`src/rtl/ula_seq_if.sv`:
```
// ula_seq_if: operation request / result bundle between the datapath control
// and the registered ALU.
//   start      request (ignored while busy)
//   operacao   3-bit operation select
//   a          first operand (A register)
//   bus_wires  second operand (BusWires)
//   q          registered result
//   done       one-cycle completion pulse
//   busy       multiply in progress
//   z,n,c,v    zero / negative / carry / overflow flags, registered with q
interface ula_seq_if #(
    parameter int unsigned WIDTH = 16
);
    logic             start;
    logic [2:0]       operacao;
    logic [WIDTH-1:0] a;
    logic [WIDTH-1:0] bus_wires;
    logic [WIDTH-1:0] q;
    logic             done;
    logic             busy;
    logic             z;
    logic             n;
    logic             c;
    logic             v;

    modport master (
        output start, operacao, a, bus_wires,
        input  q, done, busy, z, n, c, v
    );

    modport slave (
        input  start, operacao, a, bus_wires,
        output q, done, busy, z, n, c, v
    );
endinterface

```
`src/rtl/ula_seq.sv`:
```
// ula_seq: registered ALU with Start/Done handshake, condition flags and a
// multi-cycle shift-add multiplier.
//   Clock  rising-edge clock
//   Reset  asynchronous active-high reset; aborts any running multiply
//   bus    ula_seq_if slave: start/operacao/a/bus_wires in,
//          q/done/busy/z/n/c/v out (all registered)
module ula_seq #(
    parameter int unsigned WIDTH = 16
) (
    input  logic       Clock,
    input  logic       Reset,
    ula_seq_if.slave   bus
);
    localparam int unsigned SHW = $clog2(WIDTH);
    localparam int unsigned CW  = $clog2(WIDTH) + 1;
    localparam int unsigned EW  = WIDTH + 1;

    localparam logic [2:0] OP_ADD = 3'b000;
    localparam logic [2:0] OP_SUB = 3'b001;
    localparam logic [2:0] OP_AND = 3'b010;
    localparam logic [2:0] OP_OR  = 3'b011;
    localparam logic [2:0] OP_XOR = 3'b100;
    localparam logic [2:0] OP_SLT = 3'b101;
    localparam logic [2:0] OP_SHL = 3'b110;
    localparam logic [2:0] OP_MUL = 3'b111;

    typedef enum logic {IDLE, MUL} state_t;

    state_t           state_q, state_d;
    logic [CW-1:0]    cnt_q, cnt_d;
    logic [WIDTH-1:0] mcand_q, mcand_d;
    logic [WIDTH-1:0] mplier_q, mplier_d;
    logic [WIDTH-1:0] acc_q, acc_d;
    logic [WIDTH-1:0] res_q, res_d;
    logic             z_q, z_d, n_q, n_d, c_q, c_d, v_q, v_d;
    logic             done_q, done_d;
    logic             busy_q, busy_d;

    logic [WIDTH-1:0] alu_res;
    logic             alu_c;
    logic             alu_v;
    logic [WIDTH:0]   ext;
    logic [WIDTH-1:0] acc_next;

    // Single-cycle datapath, evaluated directly on the live operand inputs.
    always_comb begin
        alu_res = '0;
        alu_c   = 1'b0;
        alu_v   = 1'b0;
        ext     = '0;
        case (bus.operacao)
            OP_ADD: begin
                ext     = {1'b0, bus.a} + {1'b0, bus.bus_wires};
                alu_res = ext[WIDTH-1:0];
                alu_c   = ext[WIDTH];
                alu_v   = (bus.a[WIDTH-1] == bus.bus_wires[WIDTH-1]) &&
                          (alu_res[WIDTH-1] != bus.a[WIDTH-1]);
            end
            OP_SUB: begin
                ext     = {1'b0, bus.a} + {1'b0, ~bus.bus_wires} + EW'(1);
                alu_res = ext[WIDTH-1:0];
                alu_c   = ext[WIDTH];
                alu_v   = (bus.a[WIDTH-1] != bus.bus_wires[WIDTH-1]) &&
                          (alu_res[WIDTH-1] != bus.a[WIDTH-1]);
            end
            OP_AND:  alu_res = bus.a & bus.bus_wires;
            OP_OR:   alu_res = bus.a | bus.bus_wires;
            OP_XOR:  alu_res = bus.a ^ bus.bus_wires;
            OP_SLT:  alu_res = WIDTH'($signed(bus.a) < $signed(bus.bus_wires));
            OP_SHL:  alu_res = bus.a << bus.bus_wires[SHW-1:0];
            default: alu_res = '0;
        endcase
    end

    // One shift-add step: conditional add of the multiplicand.
    always_comb begin
        acc_next = acc_q;
        if (mplier_q[0]) begin
            acc_next = acc_q + mcand_q;
        end
    end

    // Next-state and output logic.
    always_comb begin
        state_d  = state_q;
        cnt_d    = cnt_q;
        mcand_d  = mcand_q;
        mplier_d = mplier_q;
        acc_d    = acc_q;
        res_d    = res_q;
        z_d      = z_q;
        n_d      = n_q;
        c_d      = c_q;
        v_d      = v_q;
        done_d   = 1'b0;
        busy_d   = busy_q;
        case (state_q)
            IDLE: begin
                if (bus.start) begin
                    if (bus.operacao == OP_MUL) begin
                        mcand_d  = bus.a;
                        mplier_d = bus.bus_wires;
                        acc_d    = '0;
                        cnt_d    = CW'(WIDTH);
                        busy_d   = 1'b1;
                        state_d  = MUL;
                    end else begin
                        res_d  = alu_res;
                        z_d    = (alu_res == '0);
                        n_d    = alu_res[WIDTH-1];
                        c_d    = alu_c;
                        v_d    = alu_v;
                        done_d = 1'b1;
                    end
                end
            end
            MUL: begin
                acc_d    = acc_next;
                mcand_d  = mcand_q << 1;
                mplier_d = mplier_q >> 1;
                cnt_d    = cnt_q - CW'(1);
                // Last step: the final partial sum goes straight to the result.
                if (cnt_q == CW'(1)) begin
                    res_d   = acc_next;
                    z_d     = (acc_next == '0);
                    n_d     = acc_next[WIDTH-1];
                    c_d     = 1'b0;
                    v_d     = 1'b0;
                    done_d  = 1'b1;
                    busy_d  = 1'b0;
                    state_d = IDLE;
                end
            end
            default: state_d = IDLE;
        endcase
    end

    // State and result registers.
    always_ff @(posedge Clock or posedge Reset) begin
        if (Reset) begin
            state_q  <= IDLE;
            cnt_q    <= '0;
            mcand_q  <= '0;
            mplier_q <= '0;
            acc_q    <= '0;
            res_q    <= '0;
            z_q      <= 1'b0;
            n_q      <= 1'b0;
            c_q      <= 1'b0;
            v_q      <= 1'b0;
            done_q   <= 1'b0;
            busy_q   <= 1'b0;
        end else begin
            state_q  <= state_d;
            cnt_q    <= cnt_d;
            mcand_q  <= mcand_d;
            mplier_q <= mplier_d;
            acc_q    <= acc_d;
            res_q    <= res_d;
            z_q      <= z_d;
            n_q      <= n_d;
            c_q      <= c_d;
            v_q      <= v_d;
            done_q   <= done_d;
            busy_q   <= busy_d;
        end
    end

    assign bus.q    = res_q;
    assign bus.z    = z_q;
    assign bus.n    = n_q;
    assign bus.c    = c_q;
    assign bus.v    = v_q;
    assign bus.done = done_q;
    assign bus.busy = busy_q;
endmodule

```
`src/flat_wrapper.sv`:
```
// flat-port wrapper written by rule: the top's interface ports become plain ports
module ula_seq_flat 
#(
    parameter int unsigned WIDTH = 16
)
  (Clock, Reset, bus_start, bus_operacao, bus_a, bus_bus_wires, bus_q, bus_done, bus_busy, bus_z, bus_n, bus_c, bus_v);
  ula_seq_if #(.WIDTH(WIDTH)) bus_i ();
  input  logic Clock;
  input  logic Reset;
  input wire logic [$bits(bus_i.start)-1:0] bus_start;
  input wire logic [$bits(bus_i.operacao)-1:0] bus_operacao;
  input wire logic [$bits(bus_i.a)-1:0] bus_a;
  input wire logic [$bits(bus_i.bus_wires)-1:0] bus_bus_wires;
  output wire logic [$bits(bus_i.q)-1:0] bus_q;
  output wire logic [$bits(bus_i.done)-1:0] bus_done;
  output wire logic [$bits(bus_i.busy)-1:0] bus_busy;
  output wire logic [$bits(bus_i.z)-1:0] bus_z;
  output wire logic [$bits(bus_i.n)-1:0] bus_n;
  output wire logic [$bits(bus_i.c)-1:0] bus_c;
  output wire logic [$bits(bus_i.v)-1:0] bus_v;
  assign bus_i.start = bus_start;
  assign bus_i.operacao = bus_operacao;
  assign bus_i.a = bus_a;
  assign bus_i.bus_wires = bus_bus_wires;
  assign bus_q = bus_i.q;
  assign bus_done = bus_i.done;
  assign bus_busy = bus_i.busy;
  assign bus_z = bus_i.z;
  assign bus_n = bus_i.n;
  assign bus_c = bus_i.c;
  assign bus_v = bus_i.v;
  ula_seq #(.WIDTH(WIDTH)) u_core (.Clock(Clock), .Reset(Reset), .bus(bus_i));
endmodule
```
`config.mk`:
```
export PLATFORM = sky130hd
export DESIGN_NAME = ula_seq_flat
export DESIGN_NICKNAME = d
export VERILOG_FILES = /design/src/rtl/ula_seq_if.sv /design/src/rtl/ula_seq.sv /design/src/flat_wrapper.sv
export SDC_FILE = /design/constraint.sdc
export NUM_CORES = 1
export LEC_CHECK = 0
export CAP_MARGIN = 20
export CORE_MARGIN = 2
export CORE_UTILIZATION = 55
export DETAILED_ROUTE_END_ITERATION = 6
export PLACE_DENSITY = 0.9
export SLEW_MARGIN = 30
export SYNTH_ARGS = -nofsm -noshare
export SYNTH_HDL_FRONTEND = slang
export SYNTH_SLANG_ARGS = --single-unit
export TNS_END_PERCENT = 20
```
`constraint.sdc`:
```
create_clock -name Clock -period 2.9 [get_ports Clock]
set_input_delay 0.29 -clock Clock [delete_from_list [all_inputs] [get_ports Clock]]
set_output_delay 0.29 -clock Clock [all_outputs]
set_load 0.1 [all_outputs]
```
==> results of run 1 <==
-- routing by layer --
metal	global-route usage (%)	overflow
met3	60.41	1
met4	74.07	29
met5	25.00	1
met1	73.98	0
met2	87.85	28
-- kinds of logic after synthesis --
kind of cell               share of synthesized area (%)
xor gates and xnor gates                           1.014
and+or+nand+nor                                    19.59
buffers and inverters                              7.228
DFF                                                24.15
muxes                                              7.357
adders and majority gates                          12.85
AOI/OAI and AO/OA                                  27.82
-- what timing repair did --
item | in CTS
setup buffers | 17
resized for setup | 119
hold buffers | 0
setup endpoints to repair | 15
pin swaps | 36
-- through the flow --
stage          cell area (sq um)  TNS, ns  worst slack, ns  utilization (%)  cells
3_5_place_dp                9923   -9.367           -1.009            71.77   1386
3_3_place_gp                9923   -7.461          -0.7805            71.77   1386
2_1_floorplan               7789        0          0.01153                -    981
4_1_cts                    10920        0        0.0002549            79.01   1419
==> results.json, run 1 <==
{
  "worst-ep-kind": "sequential cell input",
  "ys.flop_type": "dfrtp_1",
  "syn_nets": 1097,
  "cts-buffers-inserted": 9,
  "yosys_warnings": 0,
  "synthesis.area_sq_um": 7772,
  "die_w_um": 122.9,
  "routabilityCongestion": 1.088,
  "synth_edf_count": 0,
  "dp_hpwl_um": 21830,
  "cts_root_buf": "clkbuf_16",
  "synth_top_area_cell": "dfrtp_1",
  "synthTopCellsByCount": "118 x nand2_1, 98 x nor2_1, 84 x a21oi_1",
  "dieHeight_um": 122.9,
  "ys_seq_elements": 75,
  "ys_seq_area_share_pct": 24.15,
  "io_pins": 60,
  "num_rows": 43,
  "grt_use_total_pct": 73.68,
  "ys_top_cells_by_area": "dfrtp_1 24%, ha_1 12%, nand2_1 5.7%",
  "haltStage": "global routing",
  "synthCells": 981,
  "post-synth-top-count-cell": "nand2_1",
  "grt-ovfl-total": 59,
  "yosys.area.top_type_share_pct": 24.15,
  "ys_async_sr_fraction_pct": 100.0,
  "ys_types": 90,
  "clkSinkCount": 75,
  "syn_avg_cell_area_sq_um": 7.923,
  "status": "aborted with a tool error",
  "start_util_pct": 56.21,
  "grt_max_degree": 66,
  "worst_endpoint": "u_core.bus.z$_DFFE_PP0P_/D",
  "cts_buffer_depth": 2,
  "portBuffers": 59,
  "error": "[ERROR GRT-0232] Routing congestion too high. Check the congestion heatmap in the GUI.",
  "cts_max_level": 3
}
==> inputs of run 2 (changes only) <==
Settings changed: CORE_UTILIZATION 55 to 40, PLACE_DENSITY 0.9 to default, PLACE_DENSITY_LB_ADDON from default to 0.15.
Clock period 2.9 ns to 3.77 ns, I/O delays scaled along.
==> run 2 against run 1 <==
  * The flow now finishes without violations
  * Synthesized cell count is the same
  * Area after synthesis did not move
==> results.json, run 2 <==
{
  "areaGrowthSynthToFinish_pct": 20.98,
  "start_kind": "primary input",
  "critical_path_arrival_ns": 3.78,
  "hold_violations": 0,
  "finalSetupViolCount": 0,
  "cts_hold_buffers": 0,
  "synth_xor_area_share_pct": 1.014,
  "worstPathRequired_ns": 4.00,
  "instances_no_fill": 1353,
  "synth_edf_count": 0,
  "portBuffers": 59,
  "grt_use_total_pct": 26.23,
  "post_drt_wl_per_cell_um": 19.36,
  "yosys.area.top_type_share_pct": 24.15,
  "grt_pass1_wl_um": 41530,
  "slowest_stage": "clkdlybuf4s50_1",
  "insertion_delay_ns": 0.35,
  "layout-drive-gt1-share_pct": 14.82,
  "max_cap_viol_count": 0,
  "grt_pass1_vias": 7383,
  "drcViolationCount": 0,
  "most-common-layout-cells": "118 x nand2_1, 98 x nor2_1, 97 x buf_4",
  "ys_seq_elements": 75,
  "ys_types": 90,
  "finalMaxSlewViolations": 0,
  "yosys_warnings": 0,
  "initialDrtViolationCount": 581,
  "final_common_cell": "nand2_1",
  "ys_async_sr_fraction_pct": 100.0,
  "ys_top_cells_by_area": "dfrtp_1 24%, ha_1 12%, nand2_1 5.7%",
  "synthCells": 981,
  "synth_mux_area_share_pct": 7.357,
  "clk_pin_slew_ns": 0.07,
  "cp_max_fo": 4,
  "syn_avg_cell_area_sq_um": 7.923,
  "dp_hpwl_um": 19890,
  "grt-ovfl-total": 0,
  "cts-buffers-inserted": 9,
  "rsz0062_at_grt": "false",
  "slew_headroom_pct": 34.67,
  "post-synth-top-count-cell": "nand2_1",
  "num_rows": 50,
  "critical_path.max_stage_delay_ns": 0.48,
  "io_pins": 60,
  "end_kind": "flop",
  "fmax_mhz": 281.9,
  "status": "finished clean",
  "synth-simple-area-share_pct": 19.59,
  "wirelength_um": 26200,
  "antenna_found_initial": 0,
  "synth-compound-area-share_pct": 27.82,
  "ys.flop_type": "dfrtp_1",
  "ff2ff_path_depth": 11,
  "drtAntennaViolNets": 0,
  "syn_nets": 1097,
  "synth_top_family_by_area": "compound AO/OA/AOI/OAI gates",
  "cts_setup_buffers": 0,
  "viasPerCell": 5.801,
  "leakage_nw": 4.201,
  "cts_root_buf": "clkbuf_16",
  "routabilityCongestion": 0.9643,
  "path_cells": "clkdlybuf4s50_1 -> inv_1 -> ha_1 -> fa_1 -> or2_1 -> a221oi_1 -> buf_4 -> o2111ai_1 -> a2111oi_1 -> o41ai_1 -> a21o_1 -> a32oi_1 -> nor4_1 -> a21o_1",
  "synthTopCellsByCount": "118 x nand2_1, 98 x nor2_1, 84 x a21oi_1",
  "critPathKind": "primary input to flop",
  "synth_top_area_cell": "dfrtp_1",
  "period_share_pct": 94.09,
  "final_util_pct": 49.77,
  "synthAdderAreaFrac_pct": 12.85,
  "cts_tree": "done",
  "die_area_sq_um": 20560,
  "power.density_nw_per_um2": 586.5,
  "dr.pass1.iters": 5,
  "ys_seq_area_share_pct": 24.15,
  "synthesis.area_sq_um": 7772,
  "cts_buffer_depth": 2,
  "crit_path_frequent_cell": "a21o_1",
  "grt_max_degree": 68,
  "num_vias": 7849,
  "diodes": 0,
  "cts_max_level": 3,
  "finalCriticalPeriod_ns": 3.547,
  "core-area_sq_um": 18890,
  "worstHoldPathType": "primary input to asynchronous set/reset pin",
  "worstMarginPinSlew_ns": 0.9769,
  "nets": 1204,
  "start_util_pct": 41.14,
  "vdd_ir_drop_max_mv": 0.7535,
  "die_w_um": 143.4,
  "fin_skew_ns": 0.009369,
  "placedCellCount": 1337,
  "clkSinkCount": 75,
  "dieHeight_um": 143.4
}
[run 2: routing by layer]
metal,vias to the layer above,global-route usage (%),wire [um],part of all wire (%)
li1,3793,-,-,-
met1,3726,38.05,12520,48
met2,275,39.25,11110,42
met3,55,3.366,1510,5.8
met4,0,10.78,1060,4.0
met5,-,0,0,0
[run 2: cells by family after synthesis]
kind of cell | count (synthesis)
AOI/OAI and AO/OA | 330
adders and majority gates | 78
xor gates and xnor gates | 9
buffers and inverters | 120
DFF | 75
and+or+nand+nor | 328
muxes | 41
[run 2: path summary, 6_finish.rpt]
path	start	to	slack, ns
setup / recovery	bus_a[0]	u_core.bus.z	0.22
hold / removal	Reset	u_core.mcand_q[2]	0.42
setup reg to reg	u_core.acc_q[0]	u_core.bus.z	0.40
hold reg to reg	u_core.mplier_q[11]	u_core.mplier_q[10]	0.48
max in group asynchronous	Reset	u_core.mplier_q[9]	2.57
min in group Clock	u_core.mplier_q[11]	u_core.mplier_q[10]	0.48
[run 2: what timing repair did]
item                                    4_1_cts  5_1_grt
endpoints found under the setup margin        0        1
endpoints found under the hold margin         0        0
gates resized for setup                       0        1
[run 2: critical path: cells and delay by family]
family          cells  cell delay (ns)
compound gates      7             1.73
fa+ha+maj           2             0.61
simple gates        2             0.32
buf+inv             3             0.73
[run 2: cell type report]
class	count	area, sq um
clock buffers	10	229.0
inverters	60	226.5
repair buffers	156	1319
well taps	260	325.3
clock inverters	6	90.09
multi-input cells	786	5335
flip-flops and latches	75	1878
fillers	1905	9490
[run 2: per-stage QoR]
stage / power (mW) / setup TNS [ns] / hold slack, ns / instance area (sq um) / setup slack (ns)
final: 5.515 / 0 / 0.4238 / 9403 / 0.2229
after floorplan: 3.621 / 0 / 0.4502 / 7772 / 0.6689
after detailed placement: 4.532 / -0.2625 / 0.4689 / 9082 / -0.1331
after global routing: 5.907 / 0 / 0.4851 / 9403 / 0.002577
after CTS: 5.524 / 0 / 0.4509 / 9402 / 0.1954
after global placement: 4.507 / -0.09870 / 0.4592 / 9082 / -0.07004
[run 2: report_power, final]
group          leakage [nW]  internal (mW)  total, mW  switching (mW)
sequential            0.963           1.11       1.40           0.290
clock                 0.153          0.582      0.969           0.387
combinational          3.09           1.06       3.14            2.08
Note: power is estimated with default switching activity, not from simulation.
==> inputs of run 3 (changes only) <==
Settings changed: CORE_ASPECT_RATIO from default to 1.5, DONT_BUFFER_PORTS from default to 1.
==> run 3 against run 2 <==
  * Setup slack better by 0.29 ns
  * Sequential power up 54%
  * Non-clock buffer count down 133
  * Via count down 6.2%
  * Final area down 13%
  * Routed wire length up 3.7%
  * Sequential share of layout area up 2.9 points
==> results.json, run 3 (synthesis results as in run 2) <==
{
  "fmax_mhz": 307.2,
  "dieHeight_um": 174.7,
  "worstPathRequired_ns": 4.00,
  "grt_pass1_vias": 7212,
  "clkPwrFrac_pct": 17.2,
  "slew_headroom_pct": 35.73,
  "instances_no_fill": 1216,
  "layout-drive-gt1-share_pct": 9.271,
  "dp_slack_ns": 0.3655,
  "clk_pin_slew_ns": 0.07,
  "insertion_delay_ns": 0.36,
  "die_w_um": 117.8,
  "fin_area_sq_um": 8219,
  "drcViolationCount": 0,
  "cts_setup_buffers": 0,
  "portBuffers": 0,
  "finalCriticalPeriod_ns": 3.255,
  "grt_pass1_wl_um": 42230,
  "dpl_cell_area_sq_um": 7925,
  "cts_tree": "done",
  "vdd_ir_drop_max_mv": 0.3157,
  "critPathKind": "flop to flop",
  "dr.pass1.iters": 5,
  "seq_area_sq_um": 1879,
  "rsz0062_at_grt": "false",
  "p_sw_mw": 2.757,
  "post_cts_resized": 0,
  "leakage_nw": 3.602,
  "num_vias": 7364,
  "clkSinkCount": 75,
  "cts_root_buf": "clkbuf_16",
  "core-area_sq_um": 19080,
  "power.density_nw_per_um2": 621.0,
  "finalSetupViolCount": 0,
  "p_total_mw": 5.104,
  "grt-ovfl-total": 0,
  "drtAntennaViolNets": 0,
  "num_rows": 62,
  "fin_skew_ns": 0.01573,
  "reg2reg_slack_ns": 0.51,
  "p_comb_share_pct": 40.6,
  "critical_path_arrival_ns": 3.49,
  "most-common-layout-cells": "118 x nand2_1, 98 x nor2_1, 84 x a21oi_1",
  "grt_max_degree": 86,
  "diodes": 0,
  "max_cap_viol_count": 0,
  "antenna_found_initial": 0,
  "finalMaxSlewViolations": 0,
  "multi_input_area_sq_um": 5334,
  "end_kind": "flop",
  "cp_max_fo": 5,
  "hold_ws_ns": 0.1809,
  "cts-buffers-inserted": 9,
  "num-fill-cells": 2027,
  "dp_hpwl_um": 20870,
  "grt_use_total_pct": 26.52,
  "hold_violations": 0,
  "nets": 1071,
  "placedCellCount": 1199,
  "worstMarginPinSlew_ns": 0.9640,
  "final_util_pct": 43.07,
  "io_pins": 60,
  "start_kind": "flop",
  "routabilityCongestion": 0.9968,
  "worstHoldPathType": "primary input to flop",
  "start_util_pct": 40.73,
  "viasPerCell": 6.056,
  "intPower_mw": 2.347,
  "period_share_pct": 86.34,
  "wirelength_um": 27170,
  "die_area_sq_um": 20590,
  "areaGrowthSynthToFinish_pct": 5.747,
  "initialDrtViolationCount": 455,
  "setup_ws_ns": 0.5149,
  "status": "finished clean",
  "post_drt_wl_per_cell_um": 22.34,
  "fin_tns_setup_ns": 0,
  "cts_max_level": 3,
  "cts_buffer_depth": 2,
  "final_common_cell": "nand2_1",
  "power_frac_seq_pct": 42.1,
  "p_sw_share_pct": 54.02
}
-- run 3: cell types whose count changed in the layout (fill, tap and decap cells not counted), sizes merged --
cell	delta
buf	-75
clkdlybuf4s50	-59
inv	+4
bufinv	-2
clkbuf	-1
clkinvlp	-1
dlygate4sd3	+1
-- run 3: worst paths after layout --
| kind | to | cells after the start | start |
|---|---|---|---|
| max | u_core.bus.q[13] | 11 | u_core.mcand_q[1] |
| max reg2reg | u_core.bus.q[13] | 11 | u_core.mcand_q[1] |
| min reg2reg | u_core.mplier_q[2] | 2 | u_core.mplier_q[3] |
| min in group asynchronous | u_core.acc_q[2] | 2 | Reset |
| min | u_core.mcand_q[0] | 2 | bus_a[0] |
| max in group asynchronous | u_core.acc_q[8] | 3 | Reset |
-- run 3: final cells by class --
cell class | count | share of cell area (%)
timing repair buffer | 23 | 2.131
multi-input combinational | 786 | 64.90
clock buffer | 9 | 2.740
tap | 256 | 3.897
sequential | 75 | 22.86
clock inverter | 7 | 0.7155
inverter | 60 | 2.755
-- run 3: what timing repair did --
item / CTS / global route
endpoints found under the hold margin: 31 / 0
setup endpoints to repair: 0 / 0
hold buffers: 1 / 0
-- run 3: power groups by stage --
stage                     Sequential, mW  Clock [mW]  Combinational (mW)
after global routing                2.19       0.921                2.32
final                               2.15       0.879                2.07
after global placement              2.17           0                2.05
after detailed placement            2.17           0                2.06
after CTS                           2.16       0.892                2.07
after floorplan                     2.02           0                1.61
-- run 3: layer usage --
metal  GRT usage [%]  vias up  share of wire (%)  routed length (um)
met4           14.76        0                5.1                1383
met2           48.76      227                 53               14390
met1           29.21     3550                 38               10360
met5               0        -                  0                   0
met3           3.492       64                3.8                1041
li1                -     3523                  -                   -
-- run 3: critical path, stage by stage (launching register included) --
cell and delay (ns):
dfrtp_1 0.44, ha_1 0.31, a211oi_1 0.35, o21ai_0 0.22, a21oi_1 0.44, o21ai_0 0.21, a21o_1 0.20, a221oi_1 0.45
nand2_1 0.09, o21ai_0 0.18, buf_4 0.18, a21oi_1 0.06
